$ cat src/rtl/lut_truth_table_sweeper.sv
// Truth-table readback engine for one LogicNets neuron LUT.
// Walks every input code, captures the LUT response and streams the packed
// results LSB-first as WORD_W-bit words over valid/ready.
module lut_truth_table_sweeper #(
  parameter int IN_BITS     = 8,
  parameter int OUT_BITS    = 1,
  parameter int WORD_W      = 32,
  parameter int LUT_LATENCY = 0
) (
  input  logic                clk,
  input  logic                rst,
  input  logic                start,
  output logic                busy,
  output logic                done,
  output logic [IN_BITS-1:0]  lut_addr,
  input  logic [OUT_BITS-1:0] lut_data,
  output logic [WORD_W-1:0]   m_tdata,
  output logic                m_tvalid,
  input  logic                m_tready,
  output logic                m_tlast
);

  localparam int E  = WORD_W / OUT_BITS;
  localparam int NW = ((1 << IN_BITS) * OUT_BITS) / WORD_W;
  localparam int CW = $clog2(E + 1);
  localparam int WW = (NW > 1) ? $clog2(NW) : 1;
  localparam logic [CW-1:0] E_N    = CW'(E);
  localparam logic [CW-1:0] E_LAST = CW'(E - 1);
  localparam logic [WW-1:0] W_LAST = WW'(NW - 1);

  typedef enum logic [1:0] {IDLE, FILL, EMIT, DONE} state_t;

  state_t              state;
  logic [CW-1:0]       iss_cnt;   // addresses issued for the current word
  logic [CW-1:0]       cap_cnt;   // responses captured for the current word
  logic [WW-1:0]       wcnt;
  logic [WORD_W-1:0]   pack;
  logic                issue;
  logic                capture;
  logic [LUT_LATENCY:0] vld_pipe;

  assign issue   = (state == FILL) && (iss_cnt != E_N);
  assign capture = vld_pipe[LUT_LATENCY];
  assign m_tdata = pack;

  generate
    if (LUT_LATENCY == 0) begin : g_nopipe
      assign vld_pipe = issue;
    end else begin : g_pipe
      logic [LUT_LATENCY-1:0] tag_q;
      // Tag pipe tracks which cycles carry a LUT response for an issued address
      always_ff @(posedge clk) begin
        if (rst) tag_q <= '0;
        else     tag_q <= LUT_LATENCY'({tag_q, issue});
      end
      assign vld_pipe = {tag_q, issue};
    end
  endgenerate

  // Sweep control: issue addresses, pack responses, hand off words, pulse done
  always_ff @(posedge clk) begin
    if (rst) begin
      state    <= IDLE;
      busy     <= 1'b0;
      done     <= 1'b0;
      lut_addr <= '0;
      m_tvalid <= 1'b0;
      m_tlast  <= 1'b0;
      iss_cnt  <= '0;
      cap_cnt  <= '0;
      wcnt     <= '0;
      pack     <= '0;
    end else begin
      case (state)
        IDLE: begin
          if (start) begin
            state    <= FILL;
            busy     <= 1'b1;
            lut_addr <= '0;
            iss_cnt  <= '0;
            cap_cnt  <= '0;
            wcnt     <= '0;
            pack     <= '0;
          end
        end
        FILL: begin
          if (issue) begin
            iss_cnt <= iss_cnt + CW'(1);
            // Hold the last address of the word rather than running ahead
            if (iss_cnt != E_LAST) lut_addr <= lut_addr + IN_BITS'(1);
          end
          if (capture) begin
            // Responses return in issue order, so the capture count is the slot
            pack[int'(cap_cnt)*OUT_BITS +: OUT_BITS] <= lut_data;
            cap_cnt <= cap_cnt + CW'(1);
            if (cap_cnt == E_LAST) begin
              state    <= EMIT;
              m_tvalid <= 1'b1;
              m_tlast  <= (wcnt == W_LAST);
            end
          end
        end
        EMIT: begin
          if (m_tready) begin
            m_tvalid <= 1'b0;
            m_tlast  <= 1'b0;
            pack     <= '0;
            if (wcnt == W_LAST) begin
              state <= DONE;
              done  <= 1'b1;
              busy  <= 1'b0;
            end else begin
              state    <= FILL;
              wcnt     <= wcnt + WW'(1);
              iss_cnt  <= '0;
              cap_cnt  <= '0;
              // Next word starts right after the last address of this one
              lut_addr <= lut_addr + IN_BITS'(1);
            end
          end
        end
        DONE: begin
          state    <= IDLE;
          done     <= 1'b0;
          lut_addr <= '0;
        end
        default: state <= IDLE;
      endcase
    end
  end

endmodule

$ cat config.mk
export PLATFORM = sky130hd
export DESIGN_NAME = lut_truth_table_sweeper
export DESIGN_NICKNAME = d
export VERILOG_FILES = /design/src/rtl/lut_truth_table_sweeper.sv
export SDC_FILE = /design/constraint.sdc
export NUM_CORES = 1
export LEC_CHECK = 0
export ABC_AREA = 1
export CAP_MARGIN = 30
export CORE_MARGIN = 2
export CORE_UTILIZATION = 45
export DETAILED_ROUTE_END_ITERATION = 7
export PLACE_DENSITY_LB_ADDON = 0.25
export SLEW_MARGIN = 20
export SYNTH_ARGS = -nofsm -noshare
export SYNTH_HDL_FRONTEND = slang
export SYNTH_SLANG_ARGS = --single-unit
$ cat constraint.sdc
create_clock -name clk -period 2.3 [get_ports clk]
set_input_delay 0.46 -clock clk [delete_from_list [all_inputs] [get_ports clk]]
set_output_delay 0.46 -clock clk [all_outputs]
set_load 0.05 [all_outputs]
Word-level counts from Yosys, hierarchy flattened
Index checks and enable logic that the tools add are counted.
{"block": "op_classes", "reduce_logical": 14, "shifts": 2, "addsub": 5, "muxes": 42, "n_eq_ne": 14}
{"operator": "two-way mux 32 bit", "n": 3}
{"operator": "one-hot mux 32 bit (3 select lines)", "n": 1}
{"operator": "two-way mux 8 bit", "n": 5}
{"operator": "one-hot mux 6 bit (3 select lines)", "n": 2}
{"operator": "negator 6 -> 33 bit", "n": 1}
{"operator": "variable shift 1 x 33 -> 32 bit (first input constant)", "n": 1}
{"operator": "indexed part select 1 x 33 -> 32 bit", "n": 1}
{"operator": "bitwise mux 32 bit", "n": 1}
{"operator": "one-hot mux 8 bit (4 select lines)", "n": 1}
{"operator": "two-way mux 6 bit", "n": 5}
{"operator": "AND reduction 4 bit", "n": 5}
{"operator": "adder 6 x 1 -> 6 bit (second input constant)", "n": 2}
{"operator": "two-way mux 1 bit", "n": 10}
{"operator": "two-way mux 2 bit", "n": 5}
{"operator": "!= test 2 bit (second input constant)", "n": 5}
{"operator": "AND reduction 5 bit", "n": 2}
{"operator": "two-way mux 3 bit", "n": 3}
{"operator": "adder 8 x 1 -> 8 bit (second input constant)", "n": 1}
{"operator": "one-hot mux 1 bit (2 select lines)", "n": 4}
{"operator": "one-hot mux 2 bit (4 select lines)", "n": 1}
{"operator": "equality test 6 x 5 -> 1 bit (second input constant)", "n": 1}
{"operator": "!= test 6 x 5 -> 1 bit (second input constant)", "n": 1}
{"operator": "!= test 6 bit (second input constant)", "n": 1}
{"operator": "one-hot mux 3 bit (2 select lines)", "n": 1}
{"operator": "10 further kinds", "n": 14}
{"block": "totals", "ff_bits": 61, "word_cells": 87, "in_bits": 5}

Longest topological paths before layout
Gate-level depths: netlist (run 1).
{"block": "depth", "word_depth": 5, "ltp_mapped": 14, "mapped_depth_nobuf": 13}

Least setup slack after synthesis (run 1)
Ideal clock, no wire load.
{"block": "synth_path", "path_type": "reg-to-reg", "from": "reg cap_cnt[0]", "to": "reg pack[6] (netlist: m_tdata[6])", "setup_ps": 132, "slack_ps": 326, "required_time_ps": 2168, "synth_period_minus_slack_ps": 1974, "n_path_buf": 0, "arrival_time_ps": 1842, "path_stages_with_launch": 12, "path_cell_list": "dfxtp_1 inv_2 ha_1 inv_1 nor2_1 nand4_1 nor2_2 nand3_1 nand2_1 nand2_1 nand2_1 a21oi_1"}
{"block": "synth_via", "elab_chain_len": 5, "elab_cells_between_ends": 6, "classes_between": "1 x add/sub; 2 x shift; 3 x mux"}
{"item": "from (decl)", "line": "35", "source": "logic [CW-1:0] cap_cnt;"}
{"item": "from (signal assigned)", "line": "95", "source": "cap_cnt <= cap_cnt + CW'(1);"}
{"item": "negator 6 -> 33 bit *", "line": "94", "source": "pack[int'(cap_cnt)*OUT_BITS +: OUT_BITS] <= lut_data;"}
{"item": "indexed part select 1 x 33 -> 32 bit / variable shift 1 x 33 -> 32 bit (equally long branches)", "line": "94"}
{"item": "bitwise mux 32 bit *", "line": "94"}
{"item": "two-way mux 32 bit *", "line": "92", "source": "if (capture) begin"}
{"item": "one-hot mux 32 bit (3 select lines) *", "line": "74", "source": "case (state)"}
{"item": "to (signal, indexed assignment)", "line": "94"}
{"item": "to (decl)", "line": "37", "source": "logic [WORD_W-1:0] pack;"}
Every way passes the cells marked *; elsewhere a longest branch is shown, timed or not. The select of a mux whose other input is x is not followed.
A chain may end at the register's enable or synchronous reset.

Worst setup path after layout (run 1)
{"block": "layout_path", "from": "reg state[0]", "to": "reg pack[19] (netlist: m_tdata[19])"}
{"block": "layout_via", "elab_chain_len": 4, "elab_cells_between_ends": 10, "classes_between": "5 x eq/ne; 1 x mux; 4 x reduce/logical"}
{"item": "from (decl)", "line": "33", "source": "state_t state;"}
{"item": "from (signal assigned)", "line": "63", "source": "state <= IDLE;"}
{"item": "from (signal assigned)", "line": "77", "source": "state <= FILL;"}
{"item": "from (signal assigned)", "line": "97", "source": "state <= EMIT;"}
{"item": "equality test 2 x 1 -> 1 bit", "line": "42, 74"}
{"item": "logical AND 1 bit", "line": "42", "source": "assign issue = (state == FILL) && (iss_cnt != E_N);"}
{"item": "!= test 2 bit (no line)"}
{"item": "AND reduction 4 bit (no line)"}
Parallel ways exist; a longest one is shown, timed or not.

==> out/qor.yml, run 1 <==
critical_path:
  crit_chain: "inv_1 -> ha_1 -> nand2_1 -> nand2_1 -> inv_2 -> nand2_1 -> nor2_4 -> nand3_2 -> nor2_1 -> nand4_1 -> a21oi_1"
  path_delay_family: "simple AND/OR/NAND/NOR gates"
  r2r_end: "m_tdata[19]$_SDFFE_PP0P_"
  cp-start-kind: "register"
  cp_common_cell: "nand2_1"
  r2r_start: "state[0]$_SDFFE_PP0P_"
  worstPathRequired_ns: 2.57
  endpoint_kind: "register"
  setup.worst_path.class: "register to register"
  crit_fanout: 9
  cp_slowest_cell: "dfxtp_1"
  reg2reg_slack_ns: 0.17
  critical-path-max-stage-delay_ns: 0.39
  crit_buf_inv: 2
  worstPathArrival_ns: 2.40
  r2r_cells: 11
sta:
  setup_violations: 0
  relSlewSlack: 0.652
  layout_min_cycle_time_ns: 2.13
  finalClockSkew_ns: 0.0114
  clock.fmax_mhz: 469
  fin_crit_sh: 0.927
  worstMarginPinSlew_ns: 0.520
  finalHoldViolations: 0
  maxSlewViolCount: 0
hold_path:
  hp-start: "m_tdata[19]$_SDFFE_PP0P_"
  min_to: "m_tdata[19]$_SDFFE_PP0P_"
  min_path_type: "register to register"
  min_path_cells: 2
routing:
  first_iter_violations: 186
  vias: 3640
  routed_wl_um: 9130
  drcViolationCount: 0
  antenna_left: 0
  wl_per_cell_um: 13.1
  via_per_inst: 5.23
  dr.pass1.iters: 4
grt:
  antenna_found_initial: 0
  grt_pass1_vias: 3475
  grt_pass1_wl_um: 15400
  grt_max_degree: 35
  groute.usage.overall: 0.219
  grt_overflow: 0
layout:
  finalNonFillerCells: 696
  layout_common_cells: "nand2_1, dfxtp_1, a21oi_1"
  area_growth_pct: 23.8
  final_common_cell: "nand2_1"
  fin_util: 0.574
  drive_above_1_share: 0.120
  antenna_cells: 0
  nets: 608
  stdcell_area_um2: 4440
yosys:
  ys_ff_latch: 61
  synth-seq-area-share: 0.341
  synthDistinctLibCells: 39
  syn_inst: 528
  yosysWarningCount: 0
  synth_fp_nets: 547
  syn_area_um2: 3580
  avgSynthCellArea_um2: 6.79
place:
  place_congestion: 0.918
  placed_cell_area_um2: 4200
  dp.final_hpwl_um: 6600
  dp.cells: 675
  port_buffers: 48
floorplanning:
  start_util: 0.464
  die_w_um: 93.3
  core_area_um2: 7730
  rows: 32
  die-area_um2: 8700
  die_h_um: 93.3
  ioPinCount: 49
power:
  p_leak_nw: 1.77
  powerDensity_nw_per_um2: 1040
  peakVddDrop_mv: 0.636
  p_total_w: 0.00461
cts:
  cts_sinks: 61
  cts_buffer_depth: 2
  h-tree-depth: 3
  cts-root-buf: "clkbuf_8"
  clk_latency_ns: 0.35
  path_clk_slew_ns: 0.06
  ctsHoldBuffers: 0
  numCtsBuffers: 9
  cts_tree: "yes"
flow_run:
  max_cap_viol_count: 0
outcome:
  status: "completed"
repair_timing:
item,in CTS,in global routing
buffers inserted,0,4
endpoints found under the hold margin,0,0
gates resized for setup,0,5
setup endpoints to repair,0,11
sequential cells by signal, summed over array words and instances (netlist names):
| name | count |
|---|---|
| m_tlast | 1 |
| iss_cnt | 6 |
| m_tvalid | 1 |
| done | 1 |
| cap_cnt | 6 |
| busy | 1 |
| wcnt | 3 |
| m_tdata | 32 |
| lut_addr | 8 |
| state | 2 |
power by group:
part           switching [W]  internal, W  total [W]
combinational        0.00175     0.000785    0.00253
clock               0.000429     0.000444   0.000873
sequential         0.0000758      0.00113    0.00121
final cells by class:
cell class	instances	area (um^2)
fillers	736	3290
multi-input cells	396	2080
flip-flops and latches	61	1220
repair buffers	66	619
inverters	55	214
clock buffers	12	155
well taps	102	128
clock inverters	4	22.5
cells by family (layout without fill, tap and decap cells):
family	count (synthesis)	count (layout)	share of synthesized area
buffers and inverters	72	137	0.0859
XOR/XNOR	4	4	0.00977
adder cells (fa/ha/maj)	14	14	0.0489
flip-flops	61	61	0.341
AND/OR/NAND/NOR	290	291	0.381
AO/OA/AOI/OAI	87	87	0.134
layer usage:
| layer | global-route usage | routed length [um] |
|---|---|---|
| met5 | 0 | 0 |
| met4 | 0.0699 | 141 |
| met3 | 0.0371 | 492 |
| met2 | 0.390 | 4400 |
| met1 | 0.266 | 4090 |
cells in the mapped netlist, drive strengths merged:
master | instances | area share
a31oi | 2 | 0.0035
nand3 | 30 | 0.046
nand2 | 156 | 0.16
dfxtp | 61 | 0.34
nor3 | 14 | 0.024
and3 | 1 | 0.0017
o211a | 1 | 0.0028
ha | 14 | 0.049
o31ai | 1 | 0.0021
o21ai | 16 | 0.022
a21oi | 55 | 0.078
or2 | 1 | 0.0017
a211oi | 3 | 0.0063
nor4 | 1 | 0.0035
o21bai | 8 | 0.017
nand3b | 2 | 0.0077
xor2 | 4 | 0.0098
clkbuf | 8 | 0.0084
nor3b | 2 | 0.0042
o21a | 1 | 0.0021
inv | 55 | 0.060
nand4 | 28 | 0.051
nor2 | 55 | 0.078
buf | 9 | 0.018
worst max-delay path by stage:
stage                            startpoint                        to  slack [ns]  cells after the start
floorplan           cap_cnt[0]$_SDFFE_PP0P_   m_tdata[6]$_SDFFE_PP0P_        0.33                     11
global placement                   m_tready   m_tdata[1]$_SDFFE_PP0P_        0.09                     11
detailed placement                    start   m_tdata[6]$_SDFFE_PP0P_        0.08                     10
CTS                   state[0]$_SDFFE_PP0P_   cap_cnt[5]$_SDFFE_PP0P_        0.17                     12
global route          state[0]$_SDFFE_PP0P_   m_tdata[3]$_SDFFE_PP0P_      -0.008                     12
finish                state[0]$_SDFFE_PP0P_  m_tdata[19]$_SDFFE_PP0P_        0.17                     11
worst register-to-register path, stage by stage (launching register included):
cell and delay (ns):
dfxtp_1 0.39, inv_1 0.12, ha_1 0.31, nand2_1 0.12
nand2_1 0.07, inv_2 0.09, nand2_1 0.09, nor2_4 0.21
nand3_2 0.19, nor2_1 0.22, nand4_1 0.12, a21oi_1 0.15
metrics by stage:
stage	setup WS, ns	setup TNS [ns]	hold slack, ns
global route	-0.00822	-0.0206	0.472
CTS	0.167	0	0.460
detailed placement	0.0835	0	0.451
floorplan	0.326	0	0.448
finish	0.168	0	0.457
global placement	0.0938	0	0.450
Power figures use the tool's default switching activity.
==> run 2: changes to the inputs <==
Settings changed: CAP_MARGIN 30 to default.
==> results of run 2 <==
Final layout, timing and power as in run 1 (identical DEF).
==> run 3: changes to the inputs <==
==> constraint.sdc (replaced) <==
create_clock -name clk -period 2.3 [get_ports clk]
set_input_delay 0.345 -clock clk [delete_from_list [all_inputs] [get_ports clk]]
set_output_delay 0.345 -clock clk [all_outputs]
set_load 0.05 [all_outputs]
==> run 3 against run 2 <==
Maximum frequency grew 1.8%; total power up 1.8%; sequential power is essentially flat; worst setup slack better by 0.039 ns; first-iteration DRC count down 15%; highest routed layer unchanged.
==> out/qor.yml, run 3 (synthesis results as in run 1) <==
critical_path:
  r2r_start: "cap_cnt[4]$_SDFFE_PP0P_"
  worstPathArrival_ns: 2.30
  r2r_cells: 12
  startpoint: "cap_cnt[4]$_SDFFE_PP0P_"
  endpoint_kind: "register"
  r2r_end: "m_tdata[21]$_SDFFE_PP0P_"
  reg2reg_slack_ns: 0.21
  setup.worst_path.class: "register to register"
  cp-start-kind: "register"
  worstPathRequired_ns: 2.51
  crit_fanout: 6
floorplanning:
  rows: 32
  start_util: 0.464
  ioPinCount: 49
  die_h_um: 93.3
  core_area_um2: 7730
  die-area_um2: 8700
  die_w_um: 93.3
power:
  p_leak_nw: 1.78
  powerDensity_nw_per_um2: 1060
  p_total_w: 0.00469
  peakVddDrop_mv: 0.865
sta:
  clock.fmax_mhz: 478
  layout_min_cycle_time_ns: 2.09
  worstMarginPinSlew_ns: 0.518
  relSlewSlack: 0.654
  finalHoldViolations: 0
  fin_tns_setup_ns: 0
  maxSlewViolCount: 0
  rsz0062_at_grt: "no"
  setup_violations: 0
  hold_ws_ns: 0.462
  fin_crit_sh: 0.910
  finalClockSkew_ns: 0.00751
cts:
  cts_tree: "yes"
  path_clk_slew_ns: 0.07
  clk_latency_ns: 0.35
  h-tree-depth: 3
  ctsHoldBuffers: 0
  numCtsBuffers: 9
  cts-root-buf: "clkbuf_8"
  cts_sinks: 61
  cts_buffer_depth: 2
flow_run:
  max_cap_viol_count: 0
routing:
  dr.pass1.iters: 4
  drcViolationCount: 0
  wl_per_cell_um: 13.2
  antenna_left: 0
  routed_wl_um: 9150
  vias: 3656
  via_per_inst: 5.28
  first_iter_violations: 158
hold_path:
  min_path_type: "register to register"
  min_to: "m_tdata[22]$_SDFFE_PP0P_"
  min_path_cells: 2
  hp-start: "m_tdata[22]$_SDFFE_PP0P_"
layout:
  drive_above_1_share: 0.112
  final_common_cell: "nand2_1"
  finalNonFillerCells: 692
  nets: 606
  fillCellCount: 755
  largest_reg_flops: 32
  fin_util: 0.575
  antenna_cells: 0
  layout_common_cells: "nand2_1, dfxtp_1, a21oi_1"
  area_growth_pct: 23.9
grt:
  groute.usage.overall: 0.221
  grt_max_degree: 34
  grt_overflow: 0
  grt_pass1_vias: 3398
  antenna_found_initial: 0
  grt_pass1_wl_um: 15400
place:
  dp.cells: 677
  place_congestion: 0.964
  port_buffers: 48
  dp.final_hpwl_um: 6780
outcome:
  status: "completed"
-- run 3: how the worst max path moves through the flow --
stage                               endpoint  slack [ns]  depth (start not counted)
global route         m_tdata[6]$_SDFFE_PP0P_        0.02                         11
detailed placement   cap_cnt[5]$_SDFFE_PP0P_        0.16                         11
global placement     cap_cnt[5]$_SDFFE_PP0P_        0.24                         12
CTS                  cap_cnt[5]$_SDFFE_PP0P_        0.18                         13
finish              m_tdata[21]$_SDFFE_PP0P_        0.21                         12
floorplan            m_tdata[6]$_SDFFE_PP0P_        0.33                         11
-- run 3: per-stage QoR --
stage                     instance area, um^2  setup slack [ns]
after CTS                                4420             0.176
final                                    4440             0.207
after floorplan                          3580             0.326
after detailed placement                 4220             0.163
after global routing                     4440            0.0189
after global placement                   4220             0.239
-- run 3: layer usage --
metal	up-vias	wire length [um]	global-route usage
met5	-	0	0
met4	0	142	0.0956
met3	14	434	0.0459
met2	81	4460	0.371
met1	1710	4110	0.272
li1	1851	-	-
-- run 3: final cells by class --
type                    count  area, um^2  share of cell area
clock buffers              13         169              0.0380
clock inverters             1        30.0             0.00676
inverters                  55         214              0.0482
multi-input cells         395        2060               0.464
flip-flops and latches     61        1220               0.275
well taps                 102         128              0.0287
repair buffers             65         621               0.140
-- run 3: what timing repair did --
item | 4_1_cts | 5_1_grt
setup endpoints to repair | 0 | 6
resized for setup | 0 | 2
buffers inserted | 0 | 1
-- run 3: where the power goes --
part | leakage (nW) | switching [W] | total (W) | internal [W]
Combinational | 1.18 | 0.00171 | 0.00250 | 0.000792
Clock | 0.102 | 0.000410 | 0.000988 | 0.000578
Sequential | 0.493 | 0.0000726 | 0.00121 | 0.00113
-- run 3: worst max-delay path, cell delays in order (launching register included) --
cell	delay, ns
dfxtp_1	0.45
inv_1	0.11
nand2_1	0.10
nor2_1	0.05
ha_1	0.19
inv_1	0.12
nand4_1	0.20
nor2_2	0.29
nand2_1	0.11
o21bai_1	0.15
nand2_1	0.07
nand2_1	0.06
a21oi_1	0.06
